`config.mk`:
```
export PLATFORM = sky130hd
export DESIGN_NAME = frac_clk_div
export DESIGN_NICKNAME = d
export VERILOG_FILES = /design/src/rtl/frac_clk_div_pkg.sv /design/src/rtl/frac_edge_reg.sv /design/src/rtl/frac_clk_div.sv
export SDC_FILE = /design/constraint.sdc
export NUM_CORES = 1
export LEC_CHECK = 0
export CAP_MARGIN = 10
export CORE_MARGIN = 5
export CORE_UTILIZATION = 55
export CTS_CLUSTER_DIAMETER = 100
export DETAILED_ROUTE_END_ITERATION = 6
export PLACE_DENSITY = 0.75
export SLEW_MARGIN = 25
export SYNTH_ARGS = -nofsm -noshare
export SYNTH_HDL_FRONTEND = slang
export SYNTH_HIERARCHICAL = 1
export SYNTH_SLANG_ARGS = --single-unit
```
`constraint.sdc`:
```
create_clock -name clk -period 6.55 [get_ports clk]
set_input_delay 1.31 -clock clk [delete_from_list [all_inputs] [get_ports clk]]
set_output_delay 1.31 -clock clk [all_outputs]
set_load 0.01 [all_outputs]
```
`src/rtl/frac_clk_div_pkg.sv`:
```
`default_nettype none
// ============================================================================
// Module  : frac_clk_div_pkg
// Brief   : Shared constants, state encoding and ratio clamp helper for the
//           fractional clock divider.
// Revision: 1.0 - initial release
// ============================================================================
package frac_clk_div_pkg;

  // Smallest legal ratio x2 (divide by 1).
  localparam int unsigned RATIO_MIN_X2 = 2;

  typedef enum logic [1:0] {
    IDLE  = 2'd0,
    RUN   = 2'd1,
    DRAIN = 2'd2
  } state_e;

  // Any requested ratio below the minimum is raised to the minimum.
  function automatic logic [31:0] clamp_ratio(input logic [31:0] ratio_x2);
    return (ratio_x2 < RATIO_MIN_X2) ? RATIO_MIN_X2 : ratio_x2;
  endfunction

endpackage
`default_nettype wire

```
`src/rtl/frac_edge_reg.sv`:
```
`default_nettype none
// ============================================================================
// Module  : frac_edge_reg
// Brief   : Dual-edge output stage. Both half-cycle values are registered on
//           the rising edge; the second-half value is retimed onto the falling
//           edge and the output mux selects by the level of clk.
// Revision: 1.0 - initial release
// ============================================================================
module frac_edge_reg (
  input  logic clk_i,
  input  logic reset_i,
  input  logic first_d_i,   // value for the clk-high half of the next cycle
  input  logic second_d_i,  // value for the clk-low half of the next cycle
  output logic clk_o
);

  logic first_q;
  logic second_q;
  logic neg_q;

  // Capture both half-cycle values at the rising edge.
  always_ff @(posedge clk_i) begin
    if (reset_i) begin
      first_q  <= 1'b0;
      second_q <= 1'b0;
    end else begin
      first_q  <= first_d_i;
      second_q <= second_d_i;
    end
  end

  // Half-cycle retime of the second-half value; cleared while reset is high.
  always_ff @(negedge clk_i) begin
    if (reset_i) neg_q <= 1'b0;
    else         neg_q <= second_q;
  end

  assign clk_o = clk_i ? first_q : neg_q;

endmodule
`default_nettype wire

```
`src/rtl/frac_clk_div.sv`:
```
`default_nettype none
// ============================================================================
// Module  : frac_clk_div
// Brief   : Programmable fractional clock divider. Output period is ratio_x2
//           half-periods of clk (high ceil, low floor). Ratio changes apply
//           glitch-free at a rising-edge period boundary.
//           Macro FRAC_DIV_DUAL_EDGE_EN enables half-integer ratios using the
//           falling edge; without it the divider is integer-only (R/2).
// Revision: 1.0 - initial release
// ============================================================================
module frac_clk_div
  import frac_clk_div_pkg::*;
#(
  parameter int W                = 8,
  parameter int DEFAULT_RATIO_X2 = 3
) (
  input  logic         clk,
  input  logic         reset,
  input  logic         en,
  input  logic [W-1:0] ratio_x2,
  input  logic         ratio_load,
  output logic         clk_out,
  output logic         cfg_ack,
  output logic         running
);

`ifdef FRAC_DIV_DUAL_EDGE_EN
  localparam int STEP = 2;  // two half-cycle ticks per clk cycle
`else
  localparam int STEP = 1;  // one whole-cycle tick per clk cycle
`endif

  // Convert a requested ratio x2 into ticks of the counter.
  function automatic logic [W-1:0] to_ticks(input logic [W-1:0] rx2);
    logic [31:0] c;
`ifdef FRAC_DIV_DUAL_EDGE_EN
    c = clamp_ratio(32'(rx2));
`else
    c = clamp_ratio(32'(rx2 & ~W'(1))) >> 1;
`endif
    return W'(c);
  endfunction

  localparam logic [W-1:0] C_DEFAULT_TICKS = to_ticks(W'(DEFAULT_RATIO_X2));

  state_e       state_q, state_d;
  logic [W-1:0] ph_q, ph_d;       // tick index of the clk-high half of this cycle
  logic [W-1:0] r_q, r_d;         // active ratio in ticks
  logic [W-1:0] pend_q, pend_d;   // pending ratio in ticks
  logic         pend_v_q, pend_v_d;
  logic         cfg_ack_q, ack_d;
  logic         running_q, run_d;
  logic         hi0_d;

  logic [W:0]   w_adv;
  logic [W-1:0] w_r;
  logic [W:0]   w_half;
  logic         w_apply;
  logic         w_emit;
`ifdef FRAC_DIV_DUAL_EDGE_EN
  logic         hi1_d;
  logic         w_stop_neg;
  logic [W:0]   w_t1;
`endif

  // Next-state: period counter, ratio application and per-half output values.
  always_comb begin
    state_d  = state_q;
    ph_d     = ph_q;
    r_d      = r_q;
    pend_d   = pend_q;
    pend_v_d = pend_v_q;
    ack_d    = 1'b0;
    run_d    = 1'b0;
    hi0_d    = 1'b0;
    w_apply  = 1'b0;
    w_emit   = 1'b0;
`ifdef FRAC_DIV_DUAL_EDGE_EN
    hi1_d      = 1'b0;
    w_stop_neg = 1'b0;
    w_t1       = '0;
`endif
    w_adv = {1'b0, ph_q} + (W+1)'(STEP);
    if (w_adv >= {1'b0, r_q}) w_adv = w_adv - {1'b0, r_q};

    case (state_q)
      RUN, DRAIN: begin
        // w_adv == 0 means this rising edge is a period boundary.
        if (w_adv == '0) w_apply = pend_v_q;
        if (!en && (w_adv == '0)) begin
          state_d = IDLE;
        end else begin
          w_emit  = 1'b1;
          ph_d    = w_adv[W-1:0];
          state_d = en ? RUN : DRAIN;
`ifdef FRAC_DIV_DUAL_EDGE_EN
          // Boundary falls on the coming falling edge: finish there.
          if (!en && ((w_adv + (W+1)'(1)) == {1'b0, r_q})) begin
            state_d    = IDLE;
            w_stop_neg = 1'b1;
          end
`endif
        end
      end
      default: begin
        w_apply = pend_v_q;
        if (en) begin
          state_d = RUN;
          ph_d    = '0;
          w_emit  = 1'b1;
        end
      end
    endcase

    if (w_apply) begin
      r_d      = pend_q;
      pend_v_d = 1'b0;
      ack_d    = 1'b1;
    end
    // A load coinciding with an application stays pending.
    if (ratio_load) begin
      pend_d   = to_ticks(ratio_x2);
      pend_v_d = 1'b1;
    end

    w_r    = w_apply ? pend_q : r_q;
    w_half = ({1'b0, w_r} + (W+1)'(1)) >> 1;
    if (w_emit) begin
      run_d = 1'b1;
      hi0_d = ({1'b0, ph_d} < w_half);
`ifdef FRAC_DIV_DUAL_EDGE_EN
      w_t1 = {1'b0, ph_d} + (W+1)'(1);
      if (w_t1 < {1'b0, w_r}) hi1_d = (w_t1 < w_half);
      else                    hi1_d = !w_stop_neg;
`endif
    end
  end

  // Posedge state registers; reset discards any pending ratio.
  always_ff @(posedge clk) begin
    if (reset) begin
      state_q   <= IDLE;
      ph_q      <= '0;
      r_q       <= C_DEFAULT_TICKS;
      pend_q    <= C_DEFAULT_TICKS;
      pend_v_q  <= 1'b0;
      cfg_ack_q <= 1'b0;
      running_q <= 1'b0;
    end else begin
      state_q   <= state_d;
      ph_q      <= ph_d;
      r_q       <= r_d;
      pend_q    <= pend_d;
      pend_v_q  <= pend_v_d;
      cfg_ack_q <= ack_d;
      running_q <= run_d;
    end
  end

`ifdef FRAC_DIV_DUAL_EDGE_EN
  frac_edge_reg u_edge (
    .clk_i      (clk),
    .reset_i    (reset),
    .first_d_i  (hi0_d),
    .second_d_i (hi1_d),
    .clk_o      (clk_out)
  );
`else
  logic out_q;

  // Integer-only output: one registered level per clk cycle.
  always_ff @(posedge clk) begin
    if (reset) out_q <= 1'b0;
    else       out_q <= hi0_d;
  end

  assign clk_out = out_q;
`endif

  assign cfg_ack = cfg_ack_q;
  assign running = running_q;

endmodule
`default_nettype wire

```
[Word level (Yosys, flattened, before mapping)]
Cells that the tools add are included.
Operators by class
  add/sub/neg operators: 3
  multipliers: 0
  div/mod/pow operators: 0
  magnitude comparators: 3
  equal/unequal tests: 2
  shift operators: 0
  muxes and demuxes: 19
  bitwise logic cells: 1
  reductions and logical operators: 7
Operator list (number)
  $mux W8: 5
  $add A8 B1 Y9 const B: 2
  $ge A9 B8 Y1: 1
  $logic_not A9 Y1: 1
  $mux W1: 9
  $mux W9: 1
  $sub A9 B8 Y9: 1
  $lt A8 B2 Y1 const B: 1
  $lt A8 B8 Y1: 1
  $mux W2: 4
  $reduce_bool A2 Y1: 2
  $reduce_or A2 Y1: 2
  $eq A2 B1 Y1 const B: 1
  $eq A2 B2 Y1 const B: 1
  $logic_and A1 B1 Y1: 1
  $logic_not A1 Y1: 1
  $not A1 Y1: 1
Word-level totals
  flip-flop bits (word level): 30
  bits in latches: 0
  bits in writable memories: 0
  memory bits (read-only): 0
  input bits: 12
  output and inout bits: 3
  logic and storage cells: 43
  memories: 0

[Logic depth before layout (Yosys ltp)]
  word-level depth: 9
  depth in mapped cells: 25
  gate-level depth less buffers: 24

[Worst setup path before layout]
OpenSTA, ideal clock, no wires.
  path kind: reg2reg
  start point: register ph_q[0]
  end point: register out_q (netlist: clk_out)
  setup time: 0.061 ns
  arrival time: 4.868 ns
  data required time: 6.489 ns
  slack: 1.621 ns
  stages on the path, launching flop included: 24
  path buffers: 1
  clock period less this slack: 4.929 ns
  cell sequence: dfxtp_1 ha_1 inv_1 or2_2 xor2_1 inv_1 ha_1 and3_4 and4_4 or3_1 or2_4 o221ai_2 nand4_2 buf_6 mux2_4 ha_1 nand3_1 xor2_1 nor2_1 a21oi_1 ha_1 a2111oi_0 a211oi_1 and4bb_1
On the way
  cells in the longest elaborated chain, start to end: 9
  elaborated cells between the ends (all ways): 18
  those cells by class: 3 x add/sub; 2 x order compare; 9 x mux; 1 x bitwise; 3 x reduce/logical
Ends and longest elaborated chain
  start, declared: line frac_clk_div.sv:47  | logic [W-1:0] ph_q, ph_d;
  start signal, assigned: line frac_clk_div.sv:151  | ph_q <= ph_d;
  $add A8 B1 Y9: line frac_clk_div.sv:83  | w_adv = {1'b0, ph_q} + (W+1)'(STEP);
  $sub A9 B8 Y9 / $ge A9 B8 Y1 (equally long branches): line frac_clk_div.sv:84  | if (w_adv >= {1'b0, r_q}) w_adv = w_adv - {1'b0, r_q};
  $mux W9: line frac_clk_div.sv:84
  $logic_not A9 Y1: line frac_clk_div.sv:89, frac_clk_div.sv:90
  $mux W1 / $logic_and A1 B1 Y1 (equally long branches): line frac_clk_div.sv:89, frac_clk_div.sv:90
  $mux W1, on equally long branches: line frac_clk_div.sv:86, frac_clk_div.sv:90
  $mux W8 / $mux W1 (equally long branches)
  $add A8 B1 Y9 / $not A1 Y1 (equally long branches)
  $lt A8 B8 Y1 / $reduce_or A2 Y1 (equally long branches)
  end signal, assigned: line frac_clk_div.sv:174  | else out_q <= hi0_d;
  end, declared: line frac_clk_div.sv:169  | logic out_q;
Several ways; a longest one is shown, not always the timed one.
A chain may end at the register's enable or synchronous reset.

[Worst setup path in the final report]
Same ends and word-level chain as after synthesis.

==> out/qor.log <==
INFO  layout         multi_input_area=1554um2
INFO  floorplanning  floorplan.core_area=3971um2
INFO  outcome        run_status=finished clean
INFO  place          buffer_ports.inserted=13
INFO  route          routed_wl=4967um
INFO  sta            max_freq=184.8MHz
INFO  critical_path  master_of_the_slowest_instance_on_the_critical_path=sky130_fd_sc_hd__dfxtp_1
INFO  synthesis      syn_inst=279
INFO  synthesis      syn-num-nets=309
INFO  sta            post-route-min-period=5.410ns
INFO  min_path       hp-class=reg2reg
INFO  floorplanning  placementRows=23
INFO  route          wire_per_inst=14.57um
INFO  synthesis      yosys_warnings=6
INFO  route          antenna_violating_nets_post_route=0
INFO  layout         p_r_area_growth_vs_syn=10.60%
INFO  critical_path  critical_path.top_delay_family=simple AND/OR/NAND/NOR gates
INFO  global_routing use_met2=0.3051
INFO  sta            timing.max_slew.rel_slack=0.3162
INFO  synthesis      number_of_storage_elements_in_the_synthesis_netlist=29
INFO  layout         seqCellArea=580.6um2
INFO  global_routing grt_util_met3=0.03694
INFO  synthesis      synthDistinctLibCells=60
INFO  global_routing first_pass_grt_wire_length=8204um
INFO  critical_path  worstSetupEndpointType=register
INFO  cts            clk_latency=0.28ns
INFO  synthesis      post_synth_main_area_contributors=sky130_fd_sc_hd__dfxtp_1 26%, sky130_fd_sc_hd__ha_1 9.5%, sky130_fd_sc_hd__nor2_1 6.2%
INFO  layout         finalNetCount=321
INFO  floorplanning  width_of_the_chip=73.87um
INFO  global_routing number_of_antenna_violations_at_the_first_check_in_global_routing=0
INFO  cts            clk_path_buf_depth=2
INFO  global_routing largest_net_degree_at_the_start_of_global_routing=19
INFO  sta            timing_max_transition_violations_final=0
INFO  critical_path  nature_of_the_critical_path_startpoint=register
INFO  synthesis      fraction_of_registers_with_async_set_reset=0
INFO  critical_path  path_max_fanout=12
INFO  layout         final.fill_count=369
INFO  sta            worst_slew_pin_slew=1.022ns
INFO  route          first_iter_violations=145
INFO  run            maxCapViolations=0
INFO  sta            final.setup_skew=0.004511ns
INFO  cts            cts_inserted_buffers=5
INFO  route          via_per_inst=5.938
INFO  cts            clk_transition_reported_paths=0.06ns
INFO  place          gp_routability_congestion=0.8907
INFO  synthesis      synth_top_area_share=0.2588
INFO  floorplanning  die_area=5456um2
INFO  synthesis      synth_enable_flop_cells=0
INFO  cts            cts-root-buf=sky130_fd_sc_hd__clkbuf_8
INFO  route          via_total_after_detailed_routing=2025
INFO  critical_path  buffers_and_inverters_on_the_worst_path=2
INFO  cts            cts_post_setup_buffers_inserted=0
INFO  global_routing globalRoute.busiestLayer=met2
INFO  synthesis      ys_dominant_reg_cell=sky130_fd_sc_hd__dfxtp_1
INFO  critical_path  cell_chain_critical_path=ha_1 > inv_1 > or2_2 > xor2_1 > inv_1 > ha_1 > and3_4 > and4_4 > nor3_1 > and2_4 > o211ai_1 > nand4_2 > mux2_2 > ha_1 > nand3_1 > xor2_1 > nor2_1 > a21oi_1 > ha_1 > a2111oi_0 > a211oi_1 > and4bb_1
INFO  global_routing grt_use_total=0.1955
INFO  cts            tritoncts_clock_tree=yes
INFO  global_routing first_global_vias=1854
INFO  synthesis      syn_area=2243um2
INFO  global_routing overflow_left_after_global_routing=0
INFO  sta            setup_viol=0
INFO  layout         drive_gt1_frac=0.08591
INFO  synthesis      postSynthAreaPerCell=8.041um2
INFO  critical_path  critical_path.most_common_cell=sky130_fd_sc_hd__ha_1
INFO  cts            tritoncts_num_sinks=29
INFO  critical_path  cpPeakStageDelay=0.45ns
INFO  cts            post_cts_hold_buffer_count=0
INFO  place          post-dp-hpwl=3903um
INFO  synthesis      synth-seq-area-share=0.2588
INFO  route          route.detailed.drc=0
INFO  critical_path  critical_path_arrival=5.63ns
INFO  floorplanning  chipHeight=73.87um
INFO  sta            share_of_the_clock_period_used_by_the_worst_path_after_layout=0.8260
INFO  critical_path  critPathKind=reg2reg
INFO  sta            hold_viol_final=0
INFO  cts            postCtsResizedCells=0
INFO  floorplanning  io_pins=15
INFO  floorplanning  initial_utilization=0.5649
INFO  layout         antenna_cells=0
INFO  global_routing met1_track_demand_over_resource=0.2651
INFO  sta            rsz0062_at_grt=no
INFO  critical_path  cp_required=6.77ns
INFO  sta            finalSetupTns=0ns
INFO  synthesis      synthDominantAreaCellType=sky130_fd_sc_hd__dfxtp_1
INFO  route          drtPass1Iterations=4
INFO  cts            ctsHtreeMaxLevel=2
[state kept, by name (all words and copies together), names as in the netlist]
signal and count:
pend_v_q 1, clk_out 1, running 1, ph_q 8
state_q 2, pend_q 7, r_q 8, cfg_ack 1
[layer usage]
layer  up-vias  share of wire  wire, um
li1       1020              -         -
met1       954           0.48      2391
met2        39           0.45      2226
met3        12          0.047       234
met4         0          0.023       114
met5         -              0         0
[path summary, 6_finish.rpt]
| check | to | startpoint | slack [ns] | cells after the start |
|---|---|---|---|---|
| setup reg to reg | clk_out | ph_q[0] | 1.14 | 22 |
| hold / removal | r_q[7] | r_q[7] | 0.49 | 2 |
| setup / recovery | clk_out | ph_q[0] | 1.14 | 22 |
| hold reg to reg | r_q[7] | r_q[7] | 0.49 | 2 |
[cells in the mapped netlist (2+ instances only)]
cell                       instances
sky130_fd_sc_hd__xnor2_1          11
sky130_fd_sc_hd__nand2b_1          4
sky130_fd_sc_hd__inv_1            14
sky130_fd_sc_hd__ha_1             17
sky130_fd_sc_hd__and3_1            3
sky130_fd_sc_hd__o211ai_1          3
sky130_fd_sc_hd__buf_6             2
sky130_fd_sc_hd__nor3b_1           2
sky130_fd_sc_hd__mux2i_1          10
sky130_fd_sc_hd__a22o_1            4
sky130_fd_sc_hd__xor2_1            9
sky130_fd_sc_hd__nand2_1          17
sky130_fd_sc_hd__nor3_1            5
sky130_fd_sc_hd__o21ai_0          13
sky130_fd_sc_hd__nor2b_1           6
sky130_fd_sc_hd__clkbuf_1          4
sky130_fd_sc_hd__dfxtp_1          29
sky130_fd_sc_hd__a31oi_1           2
sky130_fd_sc_hd__or2_2             3
sky130_fd_sc_hd__nor4_1            2
sky130_fd_sc_hd__a21o_1            3
sky130_fd_sc_hd__nor2_1           37
sky130_fd_sc_hd__a21oi_2           2
sky130_fd_sc_hd__a21oi_1          19
sky130_fd_sc_hd__nand4_1           4
sky130_fd_sc_hd__o31ai_1           2
sky130_fd_sc_hd__nand3_1          17
sky130_fd_sc_hd__buf_2             3
[through the flow]
step / setup slack (ns) / hold slack [ns] / instances / cell area [um2] / utilization
5_1_grt: 0.5813 / 0.5237 / 341 / 2481 / 0.6248
4_1_cts: 1.207 / 0.4860 / 341 / 2481 / 0.6248
3_3_place_gp: 1.243 / 0.4712 / 334 / 2395 / 0.6030
3_5_place_dp: 1.222 / 0.4791 / 334 / 2395 / 0.6030
6_report: 1.140 / 0.4895 / 341 / 2481 / 0.6248
2_1_floorplan: 1.621 / 0.4479 / 279 / 2243 / -
[tightest hold or removal path, stage by stage, from the launching register on]
cell and delay, ns:
sky130_fd_sc_hd__dfxtp_1 0.34, sky130_fd_sc_hd__nand2_1 0.07, sky130_fd_sc_hd__nor2_1 0.04
[layout make-up]
cell class,instances,area share
tap,50,0.02521
sequential,29,0.2340
timing repair buffer,15,0.05850
multi-input combinational,226,0.6263
inverter,14,0.02118
clock buffer,7,0.03480
[kinds of logic (layout without fill, tap and decap cells)]
group	count (synthesis)	in the layout	share of synthesized area
AND/OR/NAND/NOR	114	114	0.2660
XOR/XNOR	20	20	0.07808
AO/OA/AOI/OAI	60	60	0.1779
flip-flops	29	29	0.2588
adder cells (fa/ha/maj)	19	19	0.1082
buffers and inverters	24	36	0.04852
multiplexers	13	13	0.06246
[placed cells by master, fill, tap and decap left out, types with 2 or more instances in the layout]
| cell type | n |
|---|---|
| sky130_fd_sc_hd__or2_2 | 3 |
| sky130_fd_sc_hd__mux2i_1 | 10 |
| sky130_fd_sc_hd__dfxtp_1 | 29 |
| sky130_fd_sc_hd__nand3_1 | 17 |
| sky130_fd_sc_hd__nor2b_1 | 6 |
| sky130_fd_sc_hd__and3_1 | 3 |
| sky130_fd_sc_hd__ha_1 | 17 |
| sky130_fd_sc_hd__nor3_1 | 5 |
| sky130_fd_sc_hd__a21oi_1 | 19 |
| sky130_fd_sc_hd__xor2_1 | 9 |
| sky130_fd_sc_hd__clkbuf_8 | 6 |
| sky130_fd_sc_hd__nor2_1 | 37 |
| sky130_fd_sc_hd__a22o_1 | 4 |
| sky130_fd_sc_hd__a21o_1 | 3 |
| sky130_fd_sc_hd__buf_4 | 2 |
| sky130_fd_sc_hd__o211ai_1 | 3 |
| sky130_fd_sc_hd__inv_1 | 14 |
| sky130_fd_sc_hd__nor3b_1 | 2 |
| sky130_fd_sc_hd__xnor2_1 | 11 |
| sky130_fd_sc_hd__nand2b_1 | 4 |
| sky130_fd_sc_hd__a21oi_2 | 2 |
| sky130_fd_sc_hd__o21ai_0 | 13 |
| sky130_fd_sc_hd__nand2_1 | 17 |
| sky130_fd_sc_hd__nor4_1 | 2 |
| sky130_fd_sc_hd__a31oi_1 | 2 |
| sky130_fd_sc_hd__clkdlybuf4s50_1 | 13 |
| sky130_fd_sc_hd__nand4_1 | 4 |
| sky130_fd_sc_hd__o31ai_1 | 2 |
Power is not shown: default switching activity piles up to over one toggle a cycle in this logic, so the estimate is an artifact.
